`config.mk`:
```
export PLATFORM = sky130hd
export DESIGN_NAME = mem_request_buffer
export DESIGN_NICKNAME = d
export VERILOG_FILES = /design/src/rtl/mem_request_buffer.sv
export SDC_FILE = /design/constraint.sdc
export NUM_CORES = 1
export LEC_CHECK = 0
export ABC_AREA = 0
export BUFFER_PORTS_ARGS = -buffer_cell sky130_fd_sc_hd__buf_2
export CAP_MARGIN = 20
export CORE_MARGIN = 3
export CORE_UTILIZATION = 52
export DETAILED_ROUTE_END_ITERATION = 8
export PLACE_DENSITY = 0.8
export RECOVER_POWER = 50
export SLEW_MARGIN = 30
export SYNTH_ARGS = -nofsm -noshare
export SYNTH_HDL_FRONTEND = slang
export SYNTH_SLANG_ARGS = --single-unit
```
`constraint.sdc`:
```
create_clock -name clock -period 3.8 [get_ports clock]
set_input_delay 0.38 -clock clock [delete_from_list [all_inputs] [get_ports clock]]
set_output_delay 0.38 -clock clock [all_outputs]
set_load 0.05 [all_outputs]
```
`src/rtl/mem_request_buffer.sv`:
```
// Request FIFO between main_memory_interface and main_memory: issues one request at a time and waits for the matching response.
// Optional statistics counters are compiled in when MEM_REQ_BUF_STATS_EN is defined.
module mem_request_buffer #(
    parameter int DATA_WIDTH                 = 32,
    parameter int ADDRESS_WIDTH              = 32,
    parameter int MSG_BITS                   = 4,
    parameter int DEPTH                      = 4,
    parameter int TIMEOUT                    = 1024,
    parameter logic [MSG_BITS-1:0] NO_REQ    = MSG_BITS'(0),
    parameter logic [MSG_BITS-1:0] R_REQ     = MSG_BITS'(1),
    parameter logic [MSG_BITS-1:0] WB_REQ    = MSG_BITS'(2),
    parameter logic [MSG_BITS-1:0] MEM_RESP  = MSG_BITS'(3)
) (
    input  logic                     clock,
    input  logic                     reset,
    input  logic [MSG_BITS-1:0]      in_msg,
    input  logic [ADDRESS_WIDTH-1:0] in_address,
    input  logic [DATA_WIDTH-1:0]    in_data,
    output logic                     in_ready,
    output logic [MSG_BITS-1:0]      resp_msg,
    output logic [ADDRESS_WIDTH-1:0] resp_address,
    output logic [DATA_WIDTH-1:0]    resp_data,
    output logic [MSG_BITS-1:0]      mem_msg,
    output logic [ADDRESS_WIDTH-1:0] mem_address,
    output logic [DATA_WIDTH-1:0]    mem_data,
    input  logic [MSG_BITS-1:0]      mem_resp_msg,
    input  logic [ADDRESS_WIDTH-1:0] mem_resp_address,
    input  logic [DATA_WIDTH-1:0]    mem_resp_data,
    output logic                     error
`ifdef MEM_REQ_BUF_STATS_EN
    ,
    output logic [31:0]              stat_reads,
    output logic [31:0]              stat_writes,
    output logic [31:0]              stat_full_cycles
`endif
);

    localparam int PW = $clog2(DEPTH);
    localparam int CW = PW + 1;
    localparam int TW = $clog2(TIMEOUT + 1);
    localparam logic [CW-1:0] DEPTH_C = CW'(DEPTH);
    localparam logic [TW-1:0] TLAST   = TW'(TIMEOUT - 1);

    typedef enum logic [1:0] {IDLE, WAIT, ERROR} state_t;

    state_t                   state_q;
    logic [TW-1:0]            wait_cnt_q;
    logic [PW-1:0]            wr_ptr_q, wr_ptr_d, rd_ptr_q, rd_ptr_d;
    logic [CW-1:0]            count_q, count_d;
    logic [MSG_BITS-1:0]      fifo_msg_q  [DEPTH];
    logic [ADDRESS_WIDTH-1:0] fifo_addr_q [DEPTH];
    logic [DATA_WIDTH-1:0]    fifo_data_q [DEPTH];
    logic                     is_req, push, pop, issue, resp_match;

    assign in_ready   = (count_q < DEPTH_C);
    assign is_req     = (in_msg == R_REQ) || (in_msg == WB_REQ);
    assign push       = in_ready && is_req;
    assign issue      = (state_q == IDLE) && (count_q != '0);
    assign resp_match = (state_q == WAIT) && (mem_resp_msg == MEM_RESP) &&
                        (mem_resp_address == mem_address);
    // The head stays queued while outstanding and is only popped on its response.
    assign pop        = resp_match;

    always_comb begin
        wr_ptr_d = push ? wr_ptr_q + PW'(1) : wr_ptr_q;
        rd_ptr_d = pop  ? rd_ptr_q + PW'(1) : rd_ptr_q;
        count_d  = count_q;
        case ({push, pop})
            2'b10:   count_d = count_q + CW'(1);
            2'b01:   count_d = count_q - CW'(1);
            default: count_d = count_q;
        endcase
    end

    always_ff @(posedge clock) begin
        if (push) begin
            fifo_msg_q[wr_ptr_q]  <= in_msg;
            fifo_addr_q[wr_ptr_q] <= in_address;
            fifo_data_q[wr_ptr_q] <= in_data;
        end
    end

    always_ff @(posedge clock or negedge reset) begin
        if (!reset) begin
            wr_ptr_q <= '0;
            rd_ptr_q <= '0;
            count_q  <= '0;
        end else begin
            wr_ptr_q <= wr_ptr_d;
            rd_ptr_q <= rd_ptr_d;
            count_q  <= count_d;
        end
    end

    always_ff @(posedge clock or negedge reset) begin
        if (!reset) begin
            state_q      <= IDLE;
            wait_cnt_q   <= '0;
            mem_msg      <= NO_REQ;
            mem_address  <= '0;
            mem_data     <= '0;
            resp_msg     <= NO_REQ;
            resp_address <= '0;
            resp_data    <= '0;
            error        <= 1'b0;
        end else begin
            resp_msg <= NO_REQ;
            case (state_q)
                IDLE: begin
                    if (issue) begin
                        mem_msg     <= fifo_msg_q[rd_ptr_q];
                        mem_address <= fifo_addr_q[rd_ptr_q];
                        mem_data    <= fifo_data_q[rd_ptr_q];
                        wait_cnt_q  <= '0;
                        state_q     <= WAIT;
                    end
                end
                WAIT: begin
                    if (resp_match) begin
                        mem_msg      <= NO_REQ;
                        resp_msg     <= MEM_RESP;
                        resp_address <= mem_address;
                        resp_data    <= (mem_msg == R_REQ) ? mem_resp_data : mem_data;
                        state_q      <= IDLE;
                    end else if (wait_cnt_q == TLAST) begin
                        error   <= 1'b1;
                        mem_msg <= NO_REQ;
                        state_q <= ERROR;
                    end else begin
                        wait_cnt_q <= wait_cnt_q + TW'(1);
                    end
                end
                default: begin
                    // ERROR holds until reset; the FIFO may still fill.
                end
            endcase
        end
    end

`ifdef MEM_REQ_BUF_STATS_EN
    function automatic logic [31:0] sat_inc(input logic [31:0] v);
        return (v == 32'hFFFF_FFFF) ? v : v + 32'd1;
    endfunction

    always_ff @(posedge clock or negedge reset) begin
        if (!reset) begin
            stat_reads       <= '0;
            stat_writes      <= '0;
            stat_full_cycles <= '0;
        end else begin
            if (issue && (fifo_msg_q[rd_ptr_q] == R_REQ))  stat_reads  <= sat_inc(stat_reads);
            if (issue && (fifo_msg_q[rd_ptr_q] == WB_REQ)) stat_writes <= sat_inc(stat_writes);
            if (!in_ready && is_req) stat_full_cycles <= sat_inc(stat_full_cycles);
        end
    end
`endif

endmodule

```
# After elaboration in Yosys (flattened, before gate mapping)
# Memory sizes are Yosys's and may differ from the RTL's. A register that Yosys moved wholly into a read port is not among the register bits.
# Cells that the tools add are included.
word_totals:
  register_bits: 93
  latch_bits: 0
  mem_bits_rw: 272
  mem_bits_ro: 0
  in_bits: 138
  out_inout_bits: 138
  n_memories: 3
memory_table:
  columns: ["memory", "words", "width", "read_ports", "rd_clocked_by_memory_dff", "wr", "line", "rtl"]
  rows:
  - ["fifo_addr_q", 4, 32, 1, 1, 1, "51", "logic [ADDRESS_WIDTH-1:0] fifo_addr_q [DEPTH];"]
  - ["fifo_data_q", 4, 32, 1, 1, 1, "52", "logic [DATA_WIDTH-1:0] fifo_data_q [DEPTH];"]
  - ["fifo_msg_q", 4, 4, 1, 0, 1, "50", "logic [MSG_BITS-1:0] fifo_msg_q [DEPTH];"]
classes:
  add_sub_neg: 5
  mul: 0
  div: 0
  magnitude_cmp: 1
  n_eq_ne: 13
  shift: 0
  muxes: 18
  n_bitwise: 1
  reduce_logical: 16
op_table:
  columns: ["operator", "count"]
  rows:
  - ["two-way mux 11 bit", 3]
  - ["equality test 32 bit", 1]
  - ["two-way mux 32 bit", 1]
  - ["case mux 11 bit (2 select lines)", 1]
  - ["two-way mux 4 bit", 3]
  - ["adder 11 x 1 -> 11 bit (second input constant)", 1]
  - ["equality test 11 x 10 -> 1 bit (second input constant)", 1]
  - ["two-way mux 2 bit", 5]
  - ["equality test 4 x 1 -> 1 bit (second input constant)", 2]
  - ["equality test 4 x 2 -> 1 bit (second input constant)", 2]
  - ["case mux 4 bit (2 select lines)", 1]
  - ["!= test 2 bit (second input constant)", 3]
  - ["case mux 3 bit (2 select lines)", 1]
  - ["AND reduction 3 bit", 2]
  - ["adder 2 x 1 -> 2 bit (second input constant)", 2]
  - ["equality test 2 x 1 -> 1 bit (second input constant)", 2]
  - ["logical AND 1 bit", 4]
  - ["case mux 2 bit (2 select lines)", 1]
  - ["AND reduction 2 bit", 2]
  - ["AND reduction 4 bit", 1]
  - ["nonzero test 2 bit", 2]
  - ["adder 3 x 1 -> 3 bit (second input constant)", 1]
  - ["less-than comparator 3 bit (second input constant)", 1]
  - ["!= test 3 x 2 -> 1 bit (second input constant)", 1]
  - ["8 further kinds", 10]

# Logic depth before layout (Yosys ltp)
# Gate-level depths: netlist of run 1.
logic_depth:
  ltp_word: 5
  mapped_depth: 10

# Least setup slack after synthesis of run 1
# OpenSTA, ideal clock, no wires.
synth_path:
  path_kind: "in2reg"
  startpoint: "input in_msg[1]"
  endpoint: "memory fifo_addr_q[0][0] (enable)"
  setup_time_ns: 0.433
  arrival_time_ns: 2.771
  setup_slack_ns: 0.596
  stages: 3
  path_buffers: 0
  cell_sequence: "xnor2_1 -> nor4_1 -> and2_1"
synth_via:
  elab_chain_cells: 5
synth_lines:
  columns: ["element", "line", "rtl"]
  rows:
  - ["start: declaration", "16", "input logic [MSG_BITS-1:0] in_msg,"]
  - ["equality test 4 x 1 -> 1 bit or equality test 4 x 2 -> 1 bit (tied branches)", "56", "assign is_req = (in_msg == R_REQ) || (in_msg == WB_REQ);"]
  - ["logical OR 1 bit *", "56", null]
  - ["logical AND 1 bit *", "57", "assign push = in_ready && is_req;"]
  - ["two-way mux 1 bit *", "76", "if (push) begin"]
  - ["two-way mux 1 bit (not written as such) *", "78", "fifo_addr_q[wr_ptr_q] <= in_address;"]
  - ["end: declaration", "51", null]
# Every way passes the cells marked *; elsewhere a longest branch is shown, timed or not.

# Worst setup path after layout of run 1
layout_path:
  startpoint: "register mem_address[1], read port of fifo_addr_q"
  endpoint: "register count_q[2]"
layout_via:
  elab_chain_cells: 4
layout_lines:
  columns: ["element", "line", "rtl"]
  rows:
  - ["start: declaration", "24", "output logic [ADDRESS_WIDTH-1:0] mem_address,"]
  - ["equality test 32 bit *", "60", "(mem_resp_address == mem_address);"]
  - ["logical AND 1 bit *", "59", "assign resp_match = (state_q == WAIT) && (mem_resp_msg == MEM_RESP) &&"]
  - ["named net pop", "53", "logic is_req, push, pop, issue, resp_match;"]
  - ["equality test 2 x 1 -> 1 bit or equality test 2 bit (tied branches)", "68", "case ({push, pop})"]
  - ["case mux 3 bit (2 select lines) or nonzero test 2 bit (tied branches)", null, null]
  - ["end signal: assignment", "91", "count_q <= count_d;"]
  - ["end: declaration", "49", "logic [CW-1:0] count_q, count_d;"]
# The timed path passes the listed nets; every way through them passes the cells marked *.
# A chain may end at the register's enable or synchronous reset.

==> results.ini, run 1 <==
[status]
status = finished, violations left
violations = capacitance limit, slew limit

[synth]
synth_top_family_by_area = multiplexers
synth_xor_area_share_pct = 2.11
yosys.area.top_type = edfxtp_1
postSynthAreaPerCell_um2 = 15.1
synthMuxAreaShare_pct = 11.2
synth-adder-area-share_pct = 0.571
ys_types = 45
synth_compound_area_share_pct = 2.20
synth_top_area_share_pct = 49.1
ys.warnings.count = 0
synth-simple-area-share_pct = 9.96
syn_inst = 1104
synth_edf_count = 272
synthTopCellsByArea = edfxtp_1 49%, dfrtp_1 23%, mux4_2 9.2%
synth_top_flop_cell = edfxtp_1
ys_ff_latch = 426
synthArstFlopShare_pct = 36.2
syn_area_um2 = 16600
ys_seq_area_share_pct = 72.2

[routing]
via_per_inst = 5.60
wl_per_cell_um = 21.6
wl_mm = 39.4
drt-initial-drc-count = 873
drtAntennaViolNets = 0
dr_total_vias = 10200
dr.pass1.iters = 5
drc = 0

[die]
die_h_um = 185
io_pins = 276
die-area_um2 = 34200
fp.dieW_um = 185
initial_utilization_pct = 53.6
rows = 64
core_um2 = 31100

[cells_and_area]
post-route-cell-area_um2 = 19800
layout.nets = 1537
drive_above_1_share_pct = 21.7
syn2layout_area_growth_pct = 18.9
antennaDiodeCount = 0

[cts]
htree_levels = 2
cts_setup_buffers = 0
postCtsResizedCells = 0
cts_root_buf = clkbuf_16
cts.sinks = 426
cts_buffers = 43
cts_hold_buf = 1
worstSkewPairLatency_ps = 520
clk_pin_slew_ps = 60
clockBufferDepth = 3
cts_tree = done

[sta]
drv_slew = 75
fin_crit_sh_pct = 76.1
finalHoldViolCount = 0
slew_headroom_pct = -35.8
tns_ps = 0
rsz0062_at_grt = false
skew_ps = 18.0
worstMarginPinSlew_ps = 2040
fmax_mhz = 346
finalSetupViolCount = 0
finalCriticalPeriod_ps = 2890

[placed_design]
gp_congestion = 0.869
io_buffers = 273
placed_cell_area_um2 = 18500
dpl.hpwl_mm = 25.5

[power_and_ir_drop]
power.leakage_nw = 7.97
powerDensity_nw_per_um2 = 485
irDropWorstVdd_mv = 0.322

[global_routing]
grt_usage_pct = 23.1
grt_pass1_wl_mm = 60.2
grt_max_degree = 75
antenna_found_initial = 0
overflow = 0
grt_pass1_vias = 10600

[setup_path]
r2r-end = count_q[2]$_DFFE_PN0P_
cp-end-kind = register
path_class = reg2reg
timing.critical_path.from_type = register
rrSetupSlack_ps = 910
setup.worst_path.start = mem_address[1]$_DFFE_PN0P_
worstPathMaxFanout = 4
r2r_start = mem_address[1]$_DFFE_PN0P_
endpoint = count_q[2]$_DFFE_PN0P_
cp.required_ps = 4240
crit_arrival_ps = 3330
rr_worst_depth = 10

[min_path]
holdCritPathClass = in2reg
hold_depth = 1

[flow_run]
maxCapViolations = 1

## Yosys cell counts, drive strengths merged (2+ instances only)
cell type	number
a21oi	3
nor2	8
a41oi	2
edfxtp	272
inv	11
a31o	3
o31ai	2
nor3	6
clkbuf	35
xnor2	8
buf	19
and3	3
nand3	10
o21ai	42
mux4	68
dfrtp	154
and2	4
a31oi	5
nand2	336
mux2i	33
ha	6
nand4b	2
nor4	19
or3	3
xor2	32
nand4	5
## per-layer routing
metal | share of wire [%] | GRT usage (%) | wire (µm)
met1 | 41 | 31.1 | 16200
met2 | 49 | 38.9 | 19300
met3 | 7.7 | 5.20 | 3050
met4 | 2.1 | 5.76 | 842
met5 | 0 | 0 | 0
## area by class of cell
type | instances | area [µm²]
clock buffers | 67 | 1310
flip-flops and latches | 426 | 12000
clock inverters | 12 | 113
repair buffers | 296 | 1420
fillers | 2334 | 11300
multi-input cells | 614 | 4380
inverters | 11 | 41.3
well taps | 396 | 495
## worst min path at each step
| stage | startpoint | to | slack (ps) |
|---|---|---|---|
| final | in_address[27] | fifo_addr_q[0][27]$_DFFE_PP_ | 110 |
| after global routing | in_address[10] | fifo_addr_q[2][10]$_DFFE_PP_ | 120 |
| after CTS | in_address[7] | fifo_addr_q[2][7]$_DFFE_PP_ | 50 |
| after detailed placement | resp_address[3]$_DFFE_PN0P_ | resp_address[3]$_DFFE_PN0P_ | 450 |
| after global placement | resp_address[20]$_DFFE_PN0P_ | resp_address[20]$_DFFE_PN0P_ | 440 |
| after floorplan | reset | count_q[0]$_DFFE_PN0P_ | 80 |
## power breakdown
group	switching (W)	total, W	internal [W]
clock network	0.00165	0.00416	0.00251
logic	0.000237	0.000350	0.000113
registers	0.0000376	0.00508	0.00505
## flip-flops by register name, indices dropped and copies added, names as in the netlist, 4 cells and up
signal	count
fifo_msg_q	16
mem_address	32
mem_data	32
wait_cnt_q	11
resp_address	32
fifo_addr_q	128
resp_data	32
mem_msg	4
fifo_data_q	128
## per-stage QoR
stage	hold WS, ps	power, W	instances	setup WS [ps]	utilization, %
floorplan	84.4	0.00532	1105	596	-
global placement	444	0.00552	1741	1060	59.6
detailed placement	455	0.00554	1742	933	59.7
CTS	45.6	0.00970	1822	939	64.3
global route	117	0.00992	1822	630	63.7
finish	112	0.00960	1822	908	63.7
## worst max-delay path, stage by stage, from the launching register on
cell and delay (ps):
dfrtp_1 510, xor2_1 230, nor4_1 310, nand4_1 260
nor3_1 370, ha_1 270, inv_1 60, fa_1 380
xor2_1 160, nor2_1 140, xnor2_1 130
## cell usage in the layout, fill, tap and decap left out, drive strengths merged, types with 8 or more instances in the layout
| cell | netlist | routed |
|---|---|---|
| nand2 | 336 | 336 |
| edfxtp | 272 | 272 |
| clkbuf | 35 | 206 |
| buf | 19 | 156 |
| dfrtp | 154 | 154 |
| mux4 | 68 | 68 |
| o21ai | 42 | 42 |
| mux2i | 33 | 33 |
| xor2 | 32 | 32 |
| nor4 | 19 | 19 |
| inv | 11 | 11 |
| nand3 | 10 | 10 |
| clkinv | 0 | 10 |
| xnor2 | 8 | 8 |
| nor2 | 8 | 8 |
## cells by family after synthesis
kind of cell / after synthesis
other cells: 1
fa+ha+maj: 7
buf+inv: 65
compound gates: 63
simple gates: 401
mux: 101
flops: 426
xor+xnor: 40
(Power assumes the default switching activity.)
==> run 2: changes to the inputs <==
==> constraint.sdc (replaced) <==
create_clock -name clock -period 3 [get_ports clock]
set_input_delay 0.3 -clock clock [delete_from_list [all_inputs] [get_ports clock]]
set_output_delay 0.3 -clock clock [all_outputs]
set_load 0.05 [all_outputs]
==> run 2 against run 1 <==
Compared with the run above:
- the flow still finishes with violations (capacitance limit, slew limit)
- flip-flop and latch count unchanged
- clock-buffer cell count decreased by 7
- hold slack got worse by 37 ps
- die area unchanged
- combinational power increased by 50%
- non-clock buffer count increased by 68
- total power increased by 30%
- maximum frequency increased by 3.0%
- via count increased by 2.3%
- wire length increased by 2.2%
- critical endpoint unchanged
==> results.ini, run 2 (synthesis gave the netlist of run 1 again) <==
[cts]
clockBufferDepth = 3  ; unchanged
cts_root_buf = clkbuf_16
htree_levels = 2  ; unchanged
cts_setup_buffers = 0  ; unchanged
worstSkewPairLatency_ps = 530  ; about the same
cts_buffers = 44  ; +2.3%
cts_tree = done
clk_pin_slew_ps = 60  ; about the same
cts.sinks = 426  ; unchanged

[cells_and_area]
final-seq-area_um2 = 12000  ; unchanged
layout.nets = 1606  ; +4.5%
post-route-cell-area_um2 = 20600  ; +4.0%
multi_input_area_um2 = 4380  ; about the same
drive_above_1_share_pct = 20.6  ; -1.1 points
final_cell_mix = 335 x nand2_1, 272 x edfxtp_1, 152 x dfrtp_1
final_core_util_pct = 66.2  ; +2.5 points
layout_commonest_cell = nand2_1
fillers = 2248  ; -3.7%
syn2layout_area_growth_pct = 23.7
largestRegisters = fifo_addr_q: 128 flops, fifo_data_q: 128 flops

[routing]
drc = 0  ; unchanged
wl_mm = 40.3  ; +2.2%
via_per_inst = 5.52  ; -1.5%
dr_total_vias = 10400  ; +2.3%
drt-initial-drc-count = 825  ; -5.5%
wl_per_cell_um = 21.3  ; -1.6%
drtAntennaViolNets = 0  ; unchanged
dr.pass1.iters = 5  ; unchanged

[die]
fp.dieW_um = 185  ; unchanged
rows = 64  ; unchanged
core_um2 = 31100  ; unchanged
die-area_um2 = 34200  ; unchanged
die_h_um = 185  ; unchanged
initial_utilization_pct = 53.6  ; unchanged
io_pins = 276  ; unchanged

[min_path]
holdCritPathClass = in2reg
holdCritStartpoint = mem_resp_data[14]
worstHoldEndpoint = resp_data[14]$_DFFE_PN0P_
hold_depth = 3  ; +2

[global_routing]
grt_usage_pct = 23.9  ; +0.81 points
grt_pass1_vias = 11100  ; +4.5%
grt_pass1_wl_mm = 62.5  ; +3.9%
grt_max_degree = 86  ; +15%
overflow = 0  ; unchanged
antenna_found_initial = 3  ; +3

[power_and_ir_drop]
switching_share_pct = 20.1  ; +0.071 points
powerDensity_nw_per_um2 = 605  ; +25%
irDropWorstVdd_mv = 0.381  ; +19%
power.internal_w = 0.00994  ; +30%
p_clk_share_pct = 44.0  ; +0.6 points
power.leakage_nw = 8.28  ; +3.9%
combPwrFrac_pct = 4.2  ; +0.5 points
power.share.sequential_pct = 51.8  ; -1.2 points
switchingPower_w = 0.00251  ; +30%

[setup_path]
rr_worst_depth = 10  ; unchanged
path_cells = nand2b_1, nor4_2, nand4b_1, nor3_2, ha_1, inv_1, fa_1, xor2_1, nor2_1, xnor2_1
cp-end-kind = register
critPathSlowestCell = dfrtp_1
path_class = reg2reg
cp.required_ps = 3460  ; -780 ps
crit_arrival_ps = 3260  ; -70 ps
r2r-end = count_q[2]$_DFFE_PN0P_
rrSetupSlack_ps = 190  ; -720 ps
critical_path.max_stage_delay_ps = 430  ; -80 ps
worstPathMaxFanout = 6  ; +2
timing.critical_path.from_type = register
r2r_start = state_q[1]$_DFFE_PN0P_

[flow_run]
maxCapViolations = 1  ; unchanged

[placed_design]
io_buffers = 273  ; unchanged
gp_congestion = 0.902  ; +3.8%
placed_cell_area_um2 = 18600  ; +0.54%
post-place-ws_ps = 142  ; -791 ps
dpl.hpwl_mm = 26.1  ; +2.6%

[status]
status = finished, violations left
violations = capacitance limit, slew limit

[sta]
tns_ps = 0  ; unchanged
worstMarginPinSlew_ps = 1660  ; -382 ps
setup_slack_ps = 191  ; -717 ps
skew_ps = 17.2  ; -0.845 ps
fmax_mhz = 356  ; +3.0%
fin_crit_sh_pct = 93.6  ; +18 points
finalSetupViolCount = 0  ; unchanged
slew_headroom_pct = -10.3  ; +25 points
drv_slew = 34  ; -55%
rsz0062_at_grt = false
finalHoldViolCount = 0  ; unchanged
finalCriticalPeriod_ps = 2810  ; -83.5 ps

run 2: worst max-delay path by stage:
stage	startpoint	end	slack, ps	cells after the start
global route	state_q[1]$_DFFE_PN0P_	count_q[2]$_DFFE_PN0P_	40	10
global placement	mem_address[18]$_DFFE_PN0P_	count_q[2]$_DFFE_PN0P_	320	10
finish	state_q[1]$_DFFE_PN0P_	count_q[2]$_DFFE_PN0P_	190	10
CTS	state_q[1]$_DFFE_PN0P_	count_q[2]$_DFFE_PN0P_	100	10
floorplan	mem_address[24]$_DFFE_PN0P_	count_q[2]$_DFFE_PN0P_	430	10
detailed placement	mem_address[29]$_DFFE_PN0P_	count_q[2]$_DFFE_PN0P_	140	10
run 2: layout make-up:
type	instances	share of cell area, %
Inverter	11	0.201
Multi-Input combinational cell	614	21.3
Timing Repair Buffer	364	10.5
Clock inverter	20	1.21
Sequential cell	426	58.5
Antenna cell	1	0.0122
Clock buffer	60	5.89
Tap cell	396	2.41
run 2: critical path: cells and delay by family, from the launching register on:
family	cells	cell delay (ps)
xor+xnor	2	280
simple gates	5	1340
flops	1	430
fa+ha+maj	2	620
buf+inv	1	70
run 2: layer usage:
| metal | part of all wire [%] | vias up | track usage [%] |
|---|---|---|---|
| met1 | 41 | 5186 | 32.6 |
| met2 | 48 | 475 | 39.7 |
| met4 | 2.4 | 4 | 6.54 |
| li1 | - | 4705 | - |
| met5 | 0.067 | - | 0 |
| met3 | 8.0 | 70 | 5.24 |
run 2: what timing repair did:
action                                  CTS  global route
endpoints found under the hold margin   336             1
gates resized for setup                   0             1
endpoints found under the setup margin    0             1
hold buffers                             65             1
run 2: power by group through the flow:
stage	Combinational, W	Clock [W]	Sequential (W)
6_report	0.000524	0.00548	0.00644
4_1_cts	0.000547	0.00558	0.00644
3_5_place_dp	0.000471	0	0.00656
2_1_floorplan	0.000195	0	0.00654
5_1_grt	0.000582	0.00585	0.00645
3_3_place_gp	0.000454	0	0.00655
run 2: per-stage QoR:
stage               instances  hold slack, ps  total power [W]
global route             1892            69.2           0.0129
global placement         1745             425          0.00700
finish                   1892            75.1           0.0124
CTS                      1890            1.39           0.0126
detailed placement       1745             432          0.00703
floorplan                1105            4.41          0.00674
